`src/rtl/alu_issue.sv`:
```
// Decode-to-execute issue stage: RV32 decode into ALU opcode/operands behind a
// registered valid/ready slot with a one-entry skid. Define ALU_ISSUE_ILLEGAL_EN to flag illegal encodings.

`ifndef ALU_DEFINES_SVH
`define ALU_DEFINES_SVH
`define ALU_OPCODE_WIDTH 4
`define ALU_ADD  4'd0
`define ALU_SUB  4'd1
`define ALU_SLL  4'd2
`define ALU_SLT  4'd3
`define ALU_SLTU 4'd4
`define ALU_XOR  4'd5
`define ALU_SRL  4'd6
`define ALU_SRA  4'd7
`define ALU_OR   4'd8
`define ALU_AND  4'd9
`define ALU_BEQ  4'd10
`define ALU_BNE  4'd11
`define ALU_BLT  4'd12
`define ALU_BGE  4'd13
`define ALU_BLTU 4'd14
`define ALU_BGEU 4'd15
`endif

module alu_issue (
    input  logic                         clk,
    input  logic                         rst,
    input  logic                         flush,
    input  logic                         in_valid,
    output logic                         in_ready,
    input  logic [31:0]                  instr,
    input  logic [31:0]                  pc,
    output logic [4:0]                   rs1_addr,
    output logic [4:0]                   rs2_addr,
    input  logic [31:0]                  rs1_data,
    input  logic [31:0]                  rs2_data,
    output logic                         out_valid,
    input  logic                         out_ready,
    output logic [`ALU_OPCODE_WIDTH-1:0] alu_opcode,
    output logic [31:0]                  srcA,
    output logic [31:0]                  srcB,
    output logic [4:0]                   rd_addr,
    output logic                         rd_we,
    output logic                         is_branch,
    output logic                         is_jump,
    output logic                         mem_read,
    output logic                         mem_write,
    output logic                         illegal,
    output logic [31:0]                  store_data
);

    typedef struct packed {
        logic [`ALU_OPCODE_WIDTH-1:0] opcode;
        logic [31:0]                  src_a;
        logic [31:0]                  src_b;
        logic [4:0]                   rd_addr;
        logic                         rd_we;
        logic                         is_branch;
        logic                         is_jump;
        logic                         mem_read;
        logic                         mem_write;
        logic                         illegal;
        logic [31:0]                  store_data;
    } slot_t;

    slot_t       dec, main_slot, skid_slot;
    logic        main_valid, skid_valid, accept, bad;
    logic [2:0]  funct3;
    logic [6:0]  funct7;
    logic [31:0] imm_i, imm_s, imm_u, shamt;

    assign rs1_addr = instr[19:15];
    assign rs2_addr = instr[24:20];
    assign funct3   = instr[14:12];
    assign funct7   = instr[31:25];
    assign imm_i    = {{20{instr[31]}}, instr[31:20]};
    assign imm_s    = {{20{instr[31]}}, instr[31:25], instr[11:7]};
    assign imm_u    = {instr[31:12], 12'b0};
    assign shamt    = {27'b0, instr[24:20]};

    function automatic logic [`ALU_OPCODE_WIDTH-1:0] arith_op(input logic [2:0] f3);
        case (f3)
            3'b000:  arith_op = `ALU_ADD;
            3'b001:  arith_op = `ALU_SLL;
            3'b010:  arith_op = `ALU_SLT;
            3'b011:  arith_op = `ALU_SLTU;
            3'b100:  arith_op = `ALU_XOR;
            3'b101:  arith_op = `ALU_SRL;
            3'b110:  arith_op = `ALU_OR;
            default: arith_op = `ALU_AND;
        endcase
    endfunction

    always_comb begin
        dec         = '0;
        dec.opcode  = `ALU_ADD;
        dec.rd_addr = instr[11:7];
        bad         = 1'b0;
        case (instr[6:0])
            7'b0110011: begin
                dec.src_a = rs1_data;
                dec.src_b = rs2_data;
                dec.rd_we = 1'b1;
                if (funct7 == 7'b0000000)
                    dec.opcode = arith_op(funct3);
                else if (funct7 == 7'b0100000 && funct3 == 3'b000)
                    dec.opcode = `ALU_SUB;
                else if (funct7 == 7'b0100000 && funct3 == 3'b101)
                    dec.opcode = `ALU_SRA;
                else
                    bad = 1'b1;
            end
            7'b0010011: begin
                dec.src_a  = rs1_data;
                dec.src_b  = imm_i;
                dec.rd_we  = 1'b1;
                dec.opcode = arith_op(funct3);
                if (funct3 == 3'b001 || funct3 == 3'b101) begin
                    dec.src_b = shamt;
                    if (funct3 == 3'b101 && funct7 == 7'b0100000)
                        dec.opcode = `ALU_SRA;
                    else if (funct7 != 7'b0000000)
                        bad = 1'b1;
                end
            end
            7'b0110111: begin
                dec.src_b = imm_u;
                dec.rd_we = 1'b1;
            end
            7'b0010111: begin
                dec.src_a = pc;
                dec.src_b = imm_u;
                dec.rd_we = 1'b1;
            end
            7'b1101111, 7'b1100111: begin
                dec.src_a   = pc;
                dec.src_b   = 32'd4;
                dec.rd_we   = 1'b1;
                dec.is_jump = 1'b1;
            end
            7'b0000011: begin
                dec.src_a    = rs1_data;
                dec.src_b    = imm_i;
                dec.rd_we    = 1'b1;
                dec.mem_read = 1'b1;
            end
            7'b0100011: begin
                dec.src_a      = rs1_data;
                dec.src_b      = imm_s;
                dec.mem_write  = 1'b1;
                dec.store_data = rs2_data;
            end
            7'b1100011: begin
                dec.src_a     = rs1_data;
                dec.src_b     = rs2_data;
                dec.is_branch = 1'b1;
                case (funct3)
                    3'b000:  dec.opcode = `ALU_BEQ;
                    3'b001:  dec.opcode = `ALU_BNE;
                    3'b100:  dec.opcode = `ALU_BLT;
                    3'b101:  dec.opcode = `ALU_BGE;
                    3'b110:  dec.opcode = `ALU_BLTU;
                    3'b111:  dec.opcode = `ALU_BGEU;
                    default: bad = 1'b1;
                endcase
            end
            default: bad = 1'b1;
        endcase
        // Illegal encodings collapse to an all-zero ADD; only the flag differs by build.
        if (bad) begin
            dec        = '0;
            dec.opcode = `ALU_ADD;
`ifdef ALU_ISSUE_ILLEGAL_EN
            dec.illegal = 1'b1;
`endif
        end
        if (dec.rd_addr == 5'd0)
            dec.rd_we = 1'b0;
    end

    assign in_ready = !skid_valid;
    assign accept   = in_valid && in_ready;

    always_ff @(posedge clk) begin
        if (rst) begin
            main_valid       <= 1'b0;
            skid_valid       <= 1'b0;
            main_slot        <= '0;
            main_slot.opcode <= `ALU_ADD;
            skid_slot        <= '0;
            skid_slot.opcode <= `ALU_ADD;
        end else if (flush) begin
            main_valid <= 1'b0;
            skid_valid <= 1'b0;
        end else if (main_valid && !out_ready) begin
            // Main slot stalled: the one accept allowed here lands in the skid.
            if (accept) begin
                skid_slot  <= dec;
                skid_valid <= 1'b1;
            end
        end else if (skid_valid) begin
            main_slot  <= skid_slot;
            main_valid <= 1'b1;
            skid_valid <= 1'b0;
        end else if (accept) begin
            main_slot  <= dec;
            main_valid <= 1'b1;
        end else begin
            main_valid <= 1'b0;
        end
    end

    assign out_valid  = main_valid;
    assign alu_opcode = main_slot.opcode;
    assign srcA       = main_slot.src_a;
    assign srcB       = main_slot.src_b;
    assign rd_addr    = main_slot.rd_addr;
    assign rd_we      = main_slot.rd_we;
    assign is_branch  = main_slot.is_branch;
    assign is_jump    = main_slot.is_jump;
    assign mem_read   = main_slot.mem_read;
    assign mem_write  = main_slot.mem_write;
    assign illegal    = main_slot.illegal;
    assign store_data = main_slot.store_data;

endmodule

```
`config.mk`:
```
export PLATFORM = sky130hd
export DESIGN_NAME = alu_issue
export DESIGN_NICKNAME = d
export VERILOG_FILES = /design/src/rtl/alu_issue.sv
export SDC_FILE = /design/constraint.sdc
export NUM_CORES = 1
export LEC_CHECK = 0
export ABC_AREA = 1
export BUFFER_PORTS_ARGS = -buffer_cell sky130_fd_sc_hd__buf_4
export CORE_ASPECT_RATIO = 2
export CORE_MARGIN = 3
export CORE_UTILIZATION = 48
export CTS_CLUSTER_DIAMETER = 60
export CTS_CLUSTER_SIZE = 30
export DETAILED_ROUTE_END_ITERATION = 8
export PLACE_DENSITY = 0.76
export SLEW_MARGIN = 20
export SYNTH_ARGS = -nofsm -noshare
export SYNTH_HDL_FRONTEND = slang
export SYNTH_SLANG_ARGS = --single-unit
```
`constraint.sdc`:
```
create_clock -name clk -period 1.9 [get_ports clk]
set_clock_uncertainty 0.05 [all_clocks]
set_input_delay 0.38 -clock clk [delete_from_list [all_inputs] [get_ports clk]]
set_output_delay 0.38 -clock clk [all_outputs]
set_load 0.01 [all_outputs]
```
# Word-level counts from Yosys, hierarchy flattened
# Index checks and enable logic that the tools add are counted.
op_classes:
  n_mux: 31
  bitwise_logic: 2
  reduce_logical: 24
  n_eq_ne: 17
op_table:
  columns: ["op", "n"]
  rows:
  - ["two-way mux 111 bit", 3]
  - ["case mux 32 bit (6 select lines)", 1]
  - ["two-way mux 32 bit", 2]
  - ["case mux 32 bit (2 select lines)", 1]
  - ["== test 7 x 6 -> 1 bit (second input constant)", 4]
  - ["case mux 4 bit (7 select lines)", 1]
  - ["case mux 4 bit (6 select lines)", 1]
  - ["== test 7 bit (second input constant)", 3]
  - ["two-way mux 1 bit", 15]
  - ["== test 7 x 5 -> 1 bit (second input constant)", 2]
  - ["== test 3 bit (second input constant)", 4]
  - ["two-way mux 4 bit", 3]
  - ["case mux 4 bit (3 select lines)", 1]
  - ["OR reduction 6 bit", 2]
  - ["OR reduction 2 bit", 4]
  - ["== test 7 x 2 -> 1 bit (second input constant)", 1]
  - ["zero test 7 bit", 1]
  - ["nonzero test 7 bit", 1]
  - ["OR reduction 7 bit", 1]
  - ["== test 3 x 2 -> 1 bit (second input constant)", 2]
  - ["two-way mux 3 bit", 2]
  - ["AND reduction 3 bit", 2]
  - ["OR reduction 3 bit", 2]
  - ["zero test 5 bit", 1]
  - ["other kinds (9)", 14]
totals:
  ff_bits: 224
  inputBits: 133
  word_cells: 98
  output_inout_bits: 123

# Logic depth before layout (Yosys ltp)
depth:
  depth_word: 11
  mapped_depth: 15

# Worst setup path after synthesis
# OpenSTA, ideal clock, no wires.
synth_timing:
  path_kind: "input to register"
  start: "input port instr[2]"
  end: "register main_slot, in the netlist srcA[12]"
  path_slack_ns: 0.112
  stages: 14
  t_arrival_ns: 1.605
  t_required_ns: 1.718
  path_cell_list: "inv_2 nand2_1 nor2_4 nand2_2 nor2_4 nand3_1 nand3_1 nor2_4 buf_6 buf_6 nand2_1 nand2_1 o211ai_1 a21oi_1"
synth_between:
  elab_chain_len: 6
  elab_cells_between_ends: 17
  cone_classes: "eq/ne: 9; mux: 5; reduce/logical: 3"
synth_rtl:
  columns: ["element", "line_no", "rtl"]
  rows:
  - ["from (decl)", "31", "input logic [31:0] instr,"]
  - ["== test 7 x 6 -> 1 bit, or another cell as far along", "99", "case (instr[6:0])"]
  - ["OR reduction 6 bit (no source line), or another cell as far along", null, null]
  - ["case mux 1 bit (4 select lines) or case mux 32 bit (2 select lines) (tied branches)", "99", null]
  - ["two-way mux 111 bit *", "170", "if (bad) begin"]
  - ["two-way mux 111 bit *", "205", "end else if (accept) begin"]
  - ["two-way mux 111 bit *", "201", "end else if (skid_valid) begin"]
  - ["to (signal assigned)", "202", "main_slot <= skid_slot;"]
  - ["to (decl)", "66", "slot_t dec, main_slot, skid_slot;"]
# Every way passes the cells marked *; elsewhere a longest branch is shown, timed or not. The select of a mux whose other input is x is not followed.
# A chain may end at the register's enable or synchronous reset.

# Worst setup path after layout
layout_timing:
  start: "input port instr[25]"
  end: "register main_slot, in the netlist srcB[16]"
layout_between:
  elab_chain_len: 9
  elab_cells_between_ends: 15
  cone_classes: "eq/ne: 1; mux: 10; reduce/logical: 4"
layout_rtl:
  columns: ["element", "line_no", "rtl"]
  rows:
  - ["== test 7 x 6 -> 1 bit", "106, 108, 120", null]
  - ["logical AND 1 bit", "108, 120", null]
  - ["two-way mux 1 bit", "108", "else if (funct7 == 7'b0100000 && funct3 == 3'b101)"]
  - ["two-way mux 1 bit", "106", "else if (funct7 == 7'b0100000 && funct3 == 3'b000)"]
  - ["two-way mux 1 bit", "104", "if (funct7 == 7'b0000000)"]
  - ["case mux 1 bit (4 select lines) *", "99", null]
  - ["two-way mux 111 bit *", "170", null]
  - ["two-way mux 111 bit *", "205", null]
  - ["two-way mux 111 bit *", "201", null]
# Marks and branches as above.

==> reports/qor.log <==
qor: drt.detail_route.wirelength 34.46 mm
qor: worst_setup_path.crit_path_start_kind input pin
qor: placed_design.hpwlAfterDp 24.52 mm
qor: grt.first_pass_grt_wire_length 52.92 mm
qor: synth.ys_seq_area_frac 0.4337
qor: grt.via_count_of_the_first_global_routing_pass 10,363
qor: timing.accumulated_negative_setup_slack 0 ns
qor: worst_setup_path.timing.critical_path.required 2.27 ns
qor: synth.synth_flop_cell dfxtp_1
qor: worst_setup_path.critical_path_class input pin to flop
qor: timing.post-route-period-util 0.9762
qor: placed_design.place_worst_setup_slack -0.4524 ns
qor: die.die_area 0.02324 mm²
qor: synth.ys_warn_count 0
qor: drt.viasPerCell 5.544
qor: drt.first_pass_iters 5
qor: synth.syn-cell-area 0.01025 mm²
qor: power_and_ir_drop.leakage_power 6.174 nW
qor: drt.drt-wirelength-per-cell 17.34 µm
qor: synth.syn_inst 1,462
qor: grt.total_global_route_track_usage 0.2847
qor: timing.timing.final.setup_violations 0
qor: synth.ys_top_cells_by_area dfxtp_1 (43%), a21oi_1 (11%), nand2_1 (11%)
qor: drt.number_of_antenna_violating_nets_in_the_routed_design 0
qor: worst_setup_path.slowest_delay 0.27 ns
qor: placed_design.finalWeightedCongestion 0.9504
qor: worst_setup_path.setup_crit_end_kind flop
qor: grt.grt.overflow.total 0
qor: worst_setup_path.path_max_fanout 7
qor: worst_setup_path.critical-path-slowest-cell nor2_4
qor: placed_design.buffer_ports.inserted 254
qor: timing.max_slew_margin 0.5694
qor: final_layout.ant_cells 0
qor: synth.synth.avg_cell_area 7.009 µm²
qor: timing.rsz0062_at_grt true
qor: die.placeable_core_area 0.02102 mm²
qor: synth.synth.distinct_cells 31
qor: final_layout.post_route_cells_drive_above_1_share 0.2462
qor: clocking.clockBufferDepth 3
qor: synth.synth_top_cell_area_share 0.4337
qor: timing.final.setup.worst_slack 0.04527 ns
qor: timing.final-max-slew-violation-count 0
qor: worst_setup_path.path_buf_inv 3
qor: power_and_ir_drop.pwr_density_cell 633.1 mW/mm²
qor: timing.final.min_clock_period 1.855 ns
qor: clocking.cts_root_buffer clkbuf_16
qor: run.maxcap_violations 0
qor: outcome.status finished, final reports clean
qor: power_and_ir_drop.power.total 0.008537 W
qor: worst_hold_path.worst_min_path_class input pin to flop
qor: grt.pin_count_of_the_biggest_net_entering_global_routing 118
qor: grt.grt_antenna_before_repair 0
qor: worst_setup_path.crit_arrival 2.23 ns
qor: final_layout.final_common_cell buf_4
qor: synth.synth-edff-count 0
qor: synth.synth_top_area_cell dfxtp_1
qor: clocking.insertion_delay 0.49 ns
qor: die.initial_utilization 0.4875
qor: die.die_height 212.6 µm
qor: die.dieWidth 109.3 µm
qor: final_layout.highest_count_cells_in_the_layout_ignoring_fill_and_taps buf_4 (347), nand2_1 (303), a21oi_1 (234), dfxtp_1 (222), o21ai_0 (179)
qor: clocking.clk_pin_slew_worst_paths 0.12 ns
qor: final_layout.syn_to_final_growth 31.59%
qor: die.placementRows 75
qor: drt.count_of_routing_violations_after_the_opening_detailed_route_iteration 874
qor: synth.number_of_nets_in_the_synthesized_netlist 1,595
qor: final_layout.design.final.nets 1,847
qor: clocking.ctsHoldBuffers 0
qor: synth.synth-async-reset-ratio 0
qor: clocking.cts-htree-levels 1
qor: timing.maxClockFrequency 539.2 MHz
qor: clocking.tritoncts yes
qor: clocking.cts_buffers 12
qor: timing.timing_worst_slew_pin_value 0.6459 ns
qor: drt.route.detailed.drc 0
qor: drt.route.vias.total 11,016
qor: timing.whs 0.05685 ns
qor: synth.ys_seq_elements 222
qor: clocking.tritoncts_num_sinks 222
qor: die.ioPinCount 256
qor: timing.timing.final.hold_violations 0
qor: worst_setup_path.path_cells buf_4, nor2_2, nand4_1, nand3_1, nand3_2, nor2_4, buf_12, clkbuf_16, o21ai_0, nand2_1, o211ai_1, a21oi_1
qor: power_and_ir_drop.worst_ir_drop_vdd 792.3 µV
qor: worst_setup_path.crit_family simple AND/OR/NAND/NOR gates
## kinds of logic (layout without fill, tap and decap cells)
kind of cell,count (synthesis),after routing,synth area share
compound gates,557,557,0.2978
other cells,1,1,0.0003659
mux,1,1,0.001099
simple gates,416,416,0.1606
flops,222,222,0.4337
buf+inv,265,521,0.1065
## what timing repair did
| item | in CTS | in global routing |
|---|---|---|
| cloned | 0 | 2 |
| gates resized for setup | 4 | 16 |
| buffers inserted | 0 | 8 |
| pin swaps | 0 | 5 |
| setup endpoints to repair | 1 | 104 |
## layer usage
layer,vias to the layer above,part of all wire,global-route usage
li1,5377,-,-
met1,5130,0.37,0.3248
met2,414,0.50,0.5008
met3,95,0.062,0.04254
met4,0,0.064,0.1550
met5,-,0,0
## final timing paths
path	startpoint	to	slack [ns]	cells after the start
max reg2reg	skid_valid	store_data[7]	0.22	6
min reg2reg	srcA[23]	srcA[23]	0.42	2
max	instr[25]	srcB[16]	0.05	12
min	flush	out_valid	0.06	2
## through the flow
stage / area [µm²] / utilization / instances
CTS: 13300 / 0.6327 / 1977
global placement: 12900 / 0.6136 / 1959
floorplan: 10250 / - / 1462
detailed placement: 12900 / 0.6136 / 1959
finish: 13480 / 0.6415 / 1987
global route: 13480 / 0.6415 / 1987
## cell usage after synthesis, drive strengths merged, types with 3 or more instances
cell and number:
o22ai 13, o211ai 87, buf 42, nor2 83
clkbuf 88, inv 135, nand2 308, a21oi 235
o21ai 211, dfxtp 222, nor3 5, o31ai 3
nand4 3, a211oi 4, nand3 17
## cell type report
class                           instances  area, µm²
Fill cell                            1926       7536
Clock buffer                           13      325.3
Multi-Input combinational cell        975       4771
Sequential cell                       222       4444
Inverter                              135      519.2
Tap cell                              269      336.6
Clock inverter                          5      61.31
Timing Repair Buffer                  368       3027
## flip-flops by register name (all words and copies together), names as in the netlist
| register | flops |
|---|---|
| alu_opcode | 4 |
| is_branch | 1 |
| is_jump | 1 |
| mem_read | 1 |
| mem_write | 1 |
| out_valid | 1 |
| rd_addr | 5 |
| rd_we | 1 |
| skid_slot | 110 |
| skid_valid | 1 |
| srcA | 32 |
| srcB | 32 |
| store_data | 32 |
## report_power, final
group	leakage (nW)	switching (W)	internal, W
registers	1.79	0.0000219	0.00470
logic	4.19	0.000482	0.000386
clock network	0.189	0.00164	0.00131
No activity file was read; power rests on OpenSTA's default activity.
